## src/rtl/uart_tx_arbiter.sv

```systemverilog
// Round-robin share of one UART byte transmitter between NUM_REQ requesters.
// Latency: req sampled in IDLE at edge T -> ack/tx_start in cycle T+1; then busy handshake and idle gap.
// Backpressure: requesters hold req until ack; no grant while tx_busy is high or a byte is in flight.
module uart_tx_arbiter #(
    parameter int NUM_REQ     = 4,
    parameter int ID_W        = 2,
    parameter int GAP_CYCLES  = 217,
    parameter int WAIT_CYCLES = 1023
) (
    input  logic                 clock,
    input  logic                 reset,
    input  logic [NUM_REQ-1:0]   req,
    input  logic [8*NUM_REQ-1:0] req_data,
    output logic [NUM_REQ-1:0]   ack,
    output logic                 tx_start,
    output logic [7:0]           tx_data,
    input  logic                 tx_busy,
    output logic [ID_W-1:0]      grant_id,
    output logic                 active,
    output logic                 timeout_err
);

    typedef enum logic [2:0] {
        S_IDLE,
        S_START,
        S_WAIT_BUSY,
        S_WAIT_DONE,
        S_GAP
    } state_t;

    // Timeout is decided on the edge where the wait counter would reach WAIT_CYCLES-1.
    localparam logic [11:0] WAIT_LAST = 12'((WAIT_CYCLES >= 2) ? WAIT_CYCLES - 2 : 0);
    localparam logic [11:0] GAP_LAST  = 12'((GAP_CYCLES >= 1) ? GAP_CYCLES - 1 : 0);

    state_t              state;
    logic [ID_W-1:0]     last;
    logic [11:0]         wait_cnt;
    logic [11:0]         gap_cnt;

    logic                win_vld;
    logic [ID_W-1:0]     win_id;
    logic                hi_vld;
    logic [ID_W-1:0]     hi_id;
    logic [ID_W-1:0]     lo_id;
    logic [7:0]          win_dat;
    logic [NUM_REQ-1:0]  win_onehot;

    // Lowest set req above last wins, otherwise wrap to the lowest set req overall.
    always_comb begin
        win_vld = 1'b0;
        hi_vld  = 1'b0;
        hi_id   = '0;
        lo_id   = '0;
        for (int i = NUM_REQ - 1; i >= 0; i--) begin
            if (req[i]) begin
                win_vld = 1'b1;
                lo_id   = ID_W'(i);
            end
            if (req[i] && (i > int'(last))) begin
                hi_vld = 1'b1;
                hi_id  = ID_W'(i);
            end
        end
        win_id = hi_vld ? hi_id : lo_id;
    end

    always_comb begin
        win_dat    = '0;
        win_onehot = '0;
        for (int i = 0; i < NUM_REQ; i++) begin
            if (win_id == ID_W'(i)) begin
                win_dat       = req_data[8*i +: 8];
                win_onehot[i] = 1'b1;
            end
        end
    end

    always_ff @(posedge clock or posedge reset) begin
        if (reset) begin
            state       <= S_IDLE;
            last        <= ID_W'(NUM_REQ - 1);
            wait_cnt    <= '0;
            gap_cnt     <= '0;
            ack         <= '0;
            tx_start    <= 1'b0;
            tx_data     <= '0;
            grant_id    <= '0;
            active      <= 1'b0;
            timeout_err <= 1'b0;
        end else begin
            ack         <= '0;
            tx_start    <= 1'b0;
            timeout_err <= 1'b0;
            case (state)
                S_IDLE: begin
                    if (win_vld && !tx_busy) begin
                        state    <= S_START;
                        ack      <= win_onehot;
                        tx_start <= 1'b1;
                        tx_data  <= win_dat;
                        grant_id <= win_id;
                        last     <= win_id;
                        active   <= 1'b1;
                    end
                end
                S_START: begin
                    state    <= S_WAIT_BUSY;
                    wait_cnt <= '0;
                end
                S_WAIT_BUSY: begin
                    if (tx_busy) begin
                        state <= S_WAIT_DONE;
                    end else if (wait_cnt >= WAIT_LAST) begin
                        timeout_err <= 1'b1;
                        gap_cnt     <= '0;
                        if (GAP_CYCLES == 0) begin
                            state  <= S_IDLE;
                            active <= 1'b0;
                        end else begin
                            state <= S_GAP;
                        end
                    end else begin
                        wait_cnt <= wait_cnt + 12'd1;
                    end
                end
                S_WAIT_DONE: begin
                    if (!tx_busy) begin
                        gap_cnt <= '0;
                        if (GAP_CYCLES == 0) begin
                            state  <= S_IDLE;
                            active <= 1'b0;
                        end else begin
                            state <= S_GAP;
                        end
                    end
                end
                S_GAP: begin
                    if (gap_cnt >= GAP_LAST) begin
                        state  <= S_IDLE;
                        active <= 1'b0;
                    end else begin
                        gap_cnt <= gap_cnt + 12'd1;
                    end
                end
                default: begin
                    state  <= S_IDLE;
                    active <= 1'b0;
                end
            endcase
        end
    end

endmodule
```

## config.mk

```make
export PLATFORM = sky130hd
export DESIGN_NAME = uart_tx_arbiter
export DESIGN_NICKNAME = d
export VERILOG_FILES = /design/src/rtl/uart_tx_arbiter.sv
export SDC_FILE = /design/constraint.sdc
export NUM_CORES = 1
export LEC_CHECK = 0
export ABC_AREA = 1
export CAP_MARGIN = 25
export CORE_ASPECT_RATIO = 1.4
export CORE_MARGIN = 4
export CORE_UTILIZATION = 40
export DETAILED_ROUTE_END_ITERATION = 8
export HOLD_SLACK_MARGIN = 0.02
export PLACE_DENSITY = 0.67
export SKIP_CTS_REPAIR_TIMING = 1
export SLEW_MARGIN = 20
export SYNTH_ARGS = -nofsm -noshare
export SYNTH_HDL_FRONTEND = slang
export SYNTH_SLANG_ARGS = --single-unit
```

## constraint.sdc

```tcl
create_clock -name clock -period 1.54 [get_ports clock]
set_input_delay 0.308 -clock clock [delete_from_list [all_inputs] [get_ports clock]]
set_output_delay 0.308 -clock clock [all_outputs]
set_load 0.005 [all_outputs]
```

==> results.md <==
- Fin nets: between 500 and 600
- Routability Congestion: ~0.95
- Post-route clock period utilization: 107%
- Worst skew pair latency: 0.30 ns
- Unique masters post-synth: 30
- Most frequent cell after synthesis: nand2_1
- Global-route wire length before repair: around 11000 um
- Synth top area share: 40.6%
- CTS root buffer: clkbuf_8
- Setup Viol. Count Final: 31
- Die area: about 0.0082 mm^2
- Seq/Total Area, Yosys: a little over two fifths
- CP max FO: 7
- Leak: about 1.9 nW
- Max-slew headroom: about three quarters
- Final ANT Viol Nets: 0
- CTS Buf Count: 5
- Vias in the first global route: between 2000 and 3000
- Layout cells sized above 1: a little over a quarter
- DP HPWL: between 5000 and 6000 um
- Synthesis-to-finish area growth: 51.8%
- Via count: between 2000 and 3000
- R2R setup slack: -0.10 ns
- Post-DR wirelength/cell: 12.7 um
- Dpl ws: -0.388 ns
- Status: finished with violations
- Reg area: 0.00115 mm^2
- Total of max-cap violations: 0
- Clock buffer depth: 2
- Dominant cell type by area after synthesis: dfrtp_1
- # DRC: 0
- Final Critical Period: 1.64 ns
- Placed insts: about 540
- I/O Buffers: between 50 and 60
- Synthesized netlist cell count: between 300 and 400
- Initial antenna violation count: 0
- Endpoint class of the critical path: flip-flop
- Clk sinks: 46
- Mapped cell area: roughly 0.0027 mm^2
- DRT Pass-1 Iters: 4
- Worst Path Buf+Inv: 3
- Fin. Hold Viols: 0
- Top Family by Delay on Critical Path: simple AND/OR/NAND/NOR gates
- Slowest-stage cell, CP: dfrtp_1
- FP Rows: 35
- Die H: between 100 and 150 um
- Starting Density: about two fifths
- H-Tree Depth: 2
- GRT Overall Usage: about 17%
- Worst-path cell chain: inv_2 -> ha_4 -> inv_2 -> nor2_2 -> nor2_1 -> nand3b_1 -> nand2_2 -> o21ai_2 -> nand2_2 -> buf_12 -> nand3_2 -> nand2_1
- Worst path required time: roughly 1.7 ns
- Clock transition at the registers of the reported paths: about 0.090 ns
- Commonest cells post-synth: nand2_1 (102), nor2_1 (46), dfrtp_1 (44), inv_1 (32), nand3_1 (28)
- WS Path Type: flip-flop to flip-flop
- Syn Area/Cell: approximately 7.5 um^2
- Failing checks: negative setup slack
- Iteration-0 DRC Markers: 107
- Final worst setup slack: -0.101 ns
- P per Cell Area: approximately 1400 mW/mm^2
- Footprint of the multi-input gates: 0.00155 mm^2
- Post-synth net total: 404
- Max-slew violation count: 0
- Critical Path Max Stage Delay: around 0.4 ns
- Worst Setup Start Kind: flip-flop
- Peak supply drop: approximately 0.87 mV
- Vias/cell: around 4.8
- Ant. Diodes: 0
- RSZ-0062 raised after global routing: yes
- Fin cells: 560
- Yosys warning total: 0
- Gr ovfl total: 0
- Clock skew: ~0.0075 ns
- Ys async rst share: 100%
- Worst-margin pin slew: between 0.3 and 0.4 ns
- CTS tree: yes
- Maximum clock rate: approximately 0.61 GHz
- Seq cells post-synth: 46
- Area contributors post-synth: dfrtp_1 (41%), nand2_1 (14%), nor2_1 (6.4%)
- Hold Path Class: input port to async pin
- Top FF cell, synth: dfrtp_1
- # fillers: approximately 570
- CP arrival: between 1.5 and 2 ns
- Post-synth EDFFs: 0
- Die X: between 70 and 80 um
- Largest net degree at the start of global routing: 18
- Post-Route WL: approximately 7100 um
- Core Area: about 0.0066 mm^2
- IO Pins: 56
==> per-layer routing <==
layer | vias up | routed length, um | GRT usage [%]
met5 | - | 0 | 0
met4 | 0 | 168 | 6.36
met3 | 16 | 357 | 2.99
met2 | 76 | 3910 | 31.4
met1 | 1250 | 2690 | 17.6
li1 | 1365 | - | -
==> flip-flops by register name, summed over array words and instances (netlist names) <==
name / cells
wait_cnt: 12
tx_data: 8
ack: 4
active: 1
state: 3
gap_cnt: 12
grant_id: 2
last: 2
tx_start: 1
timeout_err: 1
==> layout make-up <==
type / count / share of cell area (%)
clock buffer: 6 / 1.76
multi-input combinational: 265 / 37.5
sequential: 46 / 28.0
inverter: 44 / 4.25
clock inverter: 2 / 0.364
tap: 92 / 2.79
timing repair buffer: 105 / 25.3
==> where the power goes <==
group          switching, W  leakage [nW]  total (W)  internal (W)
clock              0.000413        0.0374   0.000733      0.000320
combinational       0.00181          1.30    0.00343       0.00162
sequential         0.000183         0.612    0.00167       0.00149
==> layout by cell type, fill, tap and decap left out, drive strengths merged <==
cell and instances:
nand2 114, clkdlybuf4s50 52, nor2 52, buf 49, dfrtp 44, inv 43, nand3 29, nand4 23
o21ai 12, xor2 10, clkbuf 7, a21oi 6, xnor2 5, ha 5, nor3 4, dlymetal6s2s 3
nand3b 2, clkinvlp 2, dfstp 2, nor4 1, clkinv 1, o2111ai 1, mux2i 1
==> logic make-up (layout without fill, tap and decap cells) <==
logic type               after synthesis  in the layout  synth area share, %
XOR/XNOR                              15             15                 4.84
multiplexers                           1              1                0.369
AO/OA/AOI/OAI                         19             19                 4.47
AND/OR/NAND/NOR                      223            225                 37.6
buffers and inverters                 51            157                 7.93
adder cells (fa/ha/maj)                5              5                 2.30
flip-flops                            46             46                 42.5
==> stage by stage <==
step | util [%] | TNS [ns] | total power [W] | cell area, um^2 | hold WS [ns]
5_1_grt | 62.3 | -5.80 | 0.00624 | 4120 | 0.313
3_3_place_gp | 55.7 | -6.35 | 0.00437 | 3680 | 0.455
2_1_floorplan | - | 0 | 0.00319 | 2720 | 0.460
6_report | 62.3 | -1.63 | 0.00583 | 4120 | 0.284
4_1_cts | 57.0 | -3.92 | 0.00516 | 3770 | 0.300
3_5_place_dp | 55.7 | -7.54 | 0.00442 | 3680 | 0.462
==> path summary, 6_finish.rpt <==
check	cells past startpoint	start	endpoint
max in group asynchronous	3	reset	state[1]
min reg2reg	2	grant_id[0]	grant_id[0]
max reg2reg	12	wait_cnt[0]	gap_cnt[0]
min	2	reset	gap_cnt[8]
min in group clock	2	grant_id[0]	grant_id[0]
max	12	wait_cnt[0]	gap_cnt[0]
Power figures use the tool's default switching activity.
